File: src/rtl/power_ctrl_multi_sm.sv
// Power-shut-off sequencer: one FSM per switchable domain, plus a shared inrush arbiter
// that lets only one domain at a time ramp its supply back up.
module power_ctrl_multi_sm #(
  parameter int NUM_DOM      = 4,
  parameter int CLK_WAIT_CYC = 1,
  parameter int PWR2_DLY     = 1,
  parameter int STAB_CYC     = 16
) (
  input  logic               pclk,
  input  logic               prst,
  input  logic [NUM_DOM-1:0] l1_req,
  output logic [NUM_DOM-1:0] set_status,
  output logic [NUM_DOM-1:0] clr_status,
  output logic [NUM_DOM-1:0] pso_ack,
  output logic [NUM_DOM-1:0] gate_clk,
  output logic [NUM_DOM-1:0] isolate,
  output logic [NUM_DOM-1:0] save_edge,
  output logic [NUM_DOM-1:0] restore_edge,
  output logic [NUM_DOM-1:0] rstn_non_srpg,
  output logic [NUM_DOM-1:0] pwr1_on,
  output logic [NUM_DOM-1:0] pwr2_on,
  output logic               pwrup_busy
);

  localparam int MAX_AB = (CLK_WAIT_CYC > PWR2_DLY) ? CLK_WAIT_CYC : PWR2_DLY;
  localparam int MAXC   = (MAX_AB > STAB_CYC) ? MAX_AB : STAB_CYC;
  localparam int CW     = $clog2(MAXC + 1);

  localparam logic [CW-1:0] LD_WAIT = CW'(CLK_WAIT_CYC);
  localparam logic [CW-1:0] LD_PWR2 = CW'(PWR2_DLY);
  localparam logic [CW-1:0] LD_STAB = CW'(STAB_CYC);
  localparam logic [CW-1:0] CNT_ONE = CW'(1);

  typedef enum logic [3:0] {
    IDLE, CLK_OFF, WAIT1, ISOLATE, SAVE, PRE_OFF, OFF, PWR_ON1,
    PWR_ON2, RESTORE, WAIT2, DE_ISO, CLK_ON, WAIT3, RST_CLR, ABORT
  } state_e;

  state_e        state_q [NUM_DOM];
  state_e        state_d [NUM_DOM];
  logic [CW-1:0] cnt_q   [NUM_DOM];
  logic [CW-1:0] cnt_d   [NUM_DOM];

  logic [NUM_DOM-1:0] grant;
  logic               busy_now;
  logic               busy_d;

  logic [NUM_DOM-1:0] set_status_q, clr_status_q, pso_ack_q, gate_clk_q, isolate_q;
  logic [NUM_DOM-1:0] save_edge_q, restore_edge_q, rstn_q, pwr1_on_q, pwr2_on_q;
  logic               busy_q;

  // Arbiter looks only at registered state, so a new ramp starts the cycle after the
  // previous domain has left PWR_ON2.
  always_comb begin
    busy_now = 1'b0;
    for (int i = 0; i < NUM_DOM; i++) begin
      if (state_q[i] == PWR_ON1 || state_q[i] == PWR_ON2) busy_now = 1'b1;
    end
  end

  always_comb begin
    logic found;
    found = 1'b0;
    grant = '0;
    if (!busy_now) begin
      for (int i = 0; i < NUM_DOM; i++) begin
        if (!found && state_q[i] == OFF && !l1_req[i]) begin
          grant[i] = 1'b1;
          found    = 1'b1;
        end
      end
    end
  end

  always_comb begin
    busy_d = 1'b0;
    for (int i = 0; i < NUM_DOM; i++) begin
      state_d[i] = state_q[i];
      cnt_d[i]   = cnt_q[i];
      unique case (state_q[i])
        IDLE:    if (l1_req[i]) state_d[i] = CLK_OFF;
        CLK_OFF: begin
          if (!l1_req[i]) begin
            state_d[i] = ABORT;
          end else begin
            state_d[i] = WAIT1;
            cnt_d[i]   = LD_WAIT;
          end
        end
        WAIT1: begin
          if (!l1_req[i])               state_d[i] = ABORT;
          else if (cnt_q[i] == CNT_ONE) state_d[i] = ISOLATE;
          else                          cnt_d[i]   = cnt_q[i] - CNT_ONE;
        end
        ISOLATE: state_d[i] = SAVE;
        SAVE:    state_d[i] = PRE_OFF;
        PRE_OFF: state_d[i] = OFF;
        OFF: begin
          if (grant[i]) begin
            state_d[i] = PWR_ON1;
            cnt_d[i]   = LD_PWR2;
          end
        end
        PWR_ON1: begin
          if (cnt_q[i] == CNT_ONE) begin
            state_d[i] = PWR_ON2;
            cnt_d[i]   = LD_STAB;
          end else begin
            cnt_d[i] = cnt_q[i] - CNT_ONE;
          end
        end
        PWR_ON2: begin
          if (cnt_q[i] == CNT_ONE) state_d[i] = RESTORE;
          else                     cnt_d[i]   = cnt_q[i] - CNT_ONE;
        end
        RESTORE: state_d[i] = WAIT2;
        WAIT2:   state_d[i] = DE_ISO;
        DE_ISO:  state_d[i] = CLK_ON;
        CLK_ON:  state_d[i] = WAIT3;
        WAIT3:   state_d[i] = RST_CLR;
        RST_CLR: state_d[i] = IDLE;
        ABORT:   state_d[i] = IDLE;
        default: state_d[i] = IDLE;
      endcase
      if (state_d[i] == PWR_ON1 || state_d[i] == PWR_ON2) busy_d = 1'b1;
    end
  end

  // Outputs are decoded from next state so they line up with the cycle the FSM sits in.
  always_ff @(posedge pclk) begin
    if (prst) begin
      for (int i = 0; i < NUM_DOM; i++) begin
        state_q[i] <= IDLE;
        cnt_q[i]   <= '0;
      end
      set_status_q   <= '0;
      clr_status_q   <= '0;
      pso_ack_q      <= '0;
      gate_clk_q     <= '0;
      isolate_q      <= '0;
      save_edge_q    <= '0;
      restore_edge_q <= '0;
      rstn_q         <= '0;
      pwr1_on_q      <= '1;
      pwr2_on_q      <= '1;
      busy_q         <= 1'b0;
    end else begin
      for (int i = 0; i < NUM_DOM; i++) begin
        state_q[i]        <= state_d[i];
        cnt_q[i]          <= cnt_d[i];
        set_status_q[i]   <= (state_d[i] == CLK_OFF);
        clr_status_q[i]   <= (state_d[i] inside {RST_CLR, ABORT});
        pso_ack_q[i]      <= (state_d[i] == OFF);
        gate_clk_q[i]     <= (state_d[i] inside {CLK_OFF, WAIT1, ISOLATE, SAVE, PRE_OFF, OFF,
                                                 PWR_ON1, PWR_ON2, RESTORE, WAIT2, DE_ISO});
        isolate_q[i]      <= (state_d[i] inside {ISOLATE, SAVE, PRE_OFF, OFF, PWR_ON1,
                                                 PWR_ON2, RESTORE, WAIT2});
        save_edge_q[i]    <= (state_d[i] == SAVE);
        restore_edge_q[i] <= (state_d[i] == RESTORE);
        rstn_q[i]         <= !(state_d[i] inside {OFF, PWR_ON1, PWR_ON2, RESTORE, WAIT2,
                                                  DE_ISO, CLK_ON, WAIT3});
        pwr1_on_q[i]      <= (state_d[i] != OFF);
        pwr2_on_q[i]      <= !(state_d[i] inside {OFF, PWR_ON1});
      end
      busy_q <= busy_d;
    end
  end

  assign set_status    = set_status_q;
  assign clr_status    = clr_status_q;
  assign pso_ack       = pso_ack_q;
  assign gate_clk      = gate_clk_q;
  assign isolate       = isolate_q;
  assign save_edge     = save_edge_q;
  assign restore_edge  = restore_edge_q;
  assign rstn_non_srpg = rstn_q;
  assign pwr1_on       = pwr1_on_q;
  assign pwr2_on       = pwr2_on_q;
  assign pwrup_busy    = busy_q;

endmodule
File: config.mk
export PLATFORM = sky130hd
export DESIGN_NAME = power_ctrl_multi_sm
export DESIGN_NICKNAME = d
export VERILOG_FILES = /design/src/rtl/power_ctrl_multi_sm.sv
export SDC_FILE = /design/constraint.sdc
export NUM_CORES = 1
export LEC_CHECK = 0
export BUFFER_PORTS_ARGS = -buffer_cell sky130_fd_sc_hd__clkbuf_2
export CORE_UTILIZATION = 55
export DETAILED_ROUTE_END_ITERATION = 16
export PLACE_DENSITY = 0.75
export SETUP_SLACK_MARGIN = 0.05
export SYNTH_ARGS = -nofsm -noshare
export SYNTH_HDL_FRONTEND = slang
export SYNTH_SLANG_ARGS = --single-unit
File: constraint.sdc
create_clock -name pclk -period 6.53 [get_ports pclk]
set_input_delay 1.959 -clock pclk [delete_from_list [all_inputs] [get_ports pclk]]
set_output_delay 1.959 -clock pclk [all_outputs]
set_load 0.005 [all_outputs]
==> flow_summary.ini <==
[timing]
worst_slew_pin_slew_ps = 1050
fin_crit_sh_pct = 55.5
slew_violations = 0
clock.fmax_mhz = 276
finClkSkew_ps = 10.8
maxSlewHeadroom_pct = 29.3
finalHoldViolations = 0
tns_ps = 0
finalCriticalPeriod_ps = 3620
rsz0062_at_grt = false
finalSetupViolations = 0

[clock_tree]
htree_levels = 3
cts_root_buf = clkbuf_8
cts.sink_count = 77
cts_post_setup_buffers_inserted = 0
cts_tree = built
cts_hold_buffers = 0
cts_buffers = 9
clk_pin_slew_ps = 80
ctsResizeCount = 0
clkLatencyLatePin_ps = 360
cts.path.max_buffers = 2

[detailed_routing]
wl_per_cell_um = 14.7
postRouteAntennaNets = 0
first_iter_violations = 215
viasPerCell = 6.11
drt-pass1-iter-count = 7
drc = 0
routed_wl_mm = 9.82
vias = 4066

[floorplanning]
boundaryPins = 47
rows = 32
die_w_um = 91.5
start_util_pct = 57.0
core_area_sq_um = 7730
dieArea_sq_um = 8370
die_y_um = 91.5

[setup_path]
path_class = input pin to flip-flop
crit_fanout = 9
arrival_ps = 3900
required_ps = 6800
cp-start-kind = input pin
end_kind = flip-flop

[finish]
syn_to_final_growth_pct = 8.72
drive_above_1_share_pct = 16.8
layout.nets = 573
n_fill_cell = 701
multi_input_area_sq_um = 2620
n_antenna_cell = 0
seqCellArea_sq_um = 1540
stdcell_count = 666
final_util_pct = 62.0

[hold_path]
hp-class = flip-flop to flip-flop

[placed_design]
gp_congestion = 0.901
port_buffers = 46
dpl.cell_count = 650
hpwl_mm = 6.75

[grt]
antenna_found_initial = 0
grt_usage_pct = 23.9
grt_pass1_vias = 3593
grt_max_degree = 51
grt_pass1_wl_mm = 16.6
overflow = 0

[pwr]
p_sw_mw = 1.19
seqPwrFrac_pct = 33.8
switching_share_pct = 46.4
combinationalPowerShare_pct = 53.4
internal_power_mw = 1.38
ir_drop_v = 0.000257
power_frac_clock_pct = 12.7
p_leak_nw = 1.87
p_per_area_nw_per_um2 = 536

[synthesis]
ys_top_cells_by_count = 77 x dfxtp_1, 60 x nor2_1, 39 x a21oi_1, 31 x nand2_1, 25 x o21ai_0
postSynth.asyncResetShare_pct = 0
synth_seq_cells = 77
synth_area_leader_cell = dfxtp_1
syn_inst = 536
yosysWarnings = 0
yosysSeqAreaShare_pct = 35.0
synth_cell_types = 77
synth_top_flop_cell = dfxtp_1
synth_nets = 550
synthTopCellsByArea = dfxtp_1 35%, nor2_1 5.1%, a21oi_1 4.4%
syn_area_sq_um = 4400
synth_top_cell_area_share_pct = 35.0
synth-edff-count = 0
synth.most_common_cell = dfxtp_1
syn_avg_cell_area_sq_um = 8.22

[run]
cap_violations = 0

[outcome]
status = complete, no violations
## through the flow
| step | hold WS (ps) | instance area (sq um) | setup WS [ps] | power, mW |
|---|---|---|---|---|
| after global routing | 521 | 4790 | 2740 | 2.79 |
| after global placement | 458 | 4610 | 2620 | 2.19 |
| after detailed placement | 471 | 4610 | 2570 | 2.22 |
| after CTS | 484 | 4790 | 2930 | 2.56 |
| final | 484 | 4790 | 2910 | 2.57 |
| after floorplan | 445 | 4400 | 2770 | 1.94 |
## kinds of logic after synthesis
group	share of synthesized area (%)
adders and majority gates	2.27
and+or+nand+nor	27.1
xor gates and xnor gates	2.39
muxes	1.16
DFF	35.0
buffers and inverters	5.63
AOI/OAI and AO/OA	26.5
## worst paths after layout
kind	startpoint	to	slack, ps	depth (start not counted)
min	cnt_q[0][1]$_SDFFE_PP0P_	cnt_q[0][1]$_SDFFE_PP0P_	480	2
max reg2reg	state_q[0][1]$_SDFF_PP0_	cnt_q[1][0]$_SDFFE_PP0P_	3600	6
min reg2reg	cnt_q[0][1]$_SDFFE_PP0P_	cnt_q[0][1]$_SDFFE_PP0P_	480	2
max	l1_req[0]	restore_edge[2]$_SDFF_PP0_	2910	7
## flip-flops by register name, summed over array words and instances (netlist names)
name           count
cnt_q             20
pwr2_on            4
set_status         4
restore_edge       4
gate_clk           4
pwrup_busy         1
save_edge          4
state_q           16
rstn_non_srpg      4
pwr1_on            4
pso_ack            4
clr_status         4
isolate            4
## cell type report
class | instances | share of cell area (%)
clock inverters | 5 | 0.732
flip-flops and latches | 77 | 32.2
repair buffers | 47 | 4.96
inverters | 24 | 1.88
well taps | 102 | 2.67
clock buffers | 11 | 2.95
multi-input cells | 400 | 54.6
## worst max-delay path, cell delays in order
cell	delay, ps
clkbuf_2	200
nor2_1	90
and3_1	310
or4b_1	560
o21ai_0	280
o31ai_1	260
a211oi_1	250
## power groups by stage
stage	logic, mW	clock network (mW)	registers [mW]
6_report	1.37	0.327	0.869
5_1_grt	1.54	0.352	0.900
3_3_place_gp	1.32	0	0.863
3_5_place_dp	1.35	0	0.870
4_1_cts	1.36	0.334	0.862
2_1_floorplan	1.21	0	0.725
## layer usage
| layer | wire length (um) | track usage [%] |
|---|---|---|
| met2 | 4520 | 38.1 |
| met5 | 0 | 0 |
| met4 | 133 | 9.13 |
| met1 | 4660 | 32.6 |
| met3 | 506 | 3.52 |
## cells in the final DEF (no fill, tap or decap), types with 5 or more instances in the layout
master and instances:
and3_1 9, a211oi_1 7, or4b_2 5, o31ai_1 5, nand2b_1 24, or2_2 7
a21oi_1 39, o211ai_1 8, dfxtp_1 77, o21ai_0 25, and2_1 6, nor2b_1 9
a21o_1 6, nand2_1 31, a31oi_1 5, nor3b_1 6, nand3_1 11, inv_1 24
or3_1 9, nor2_1 60, a21boi_0 5, nor3_1 14, o22ai_1 7, o21a_1 5
xnor2_1 11, ha_1 8, clkbuf_2 46, clkbuf_8 10, o221ai_1 5
Note: power is estimated with default switching activity, not from simulation.
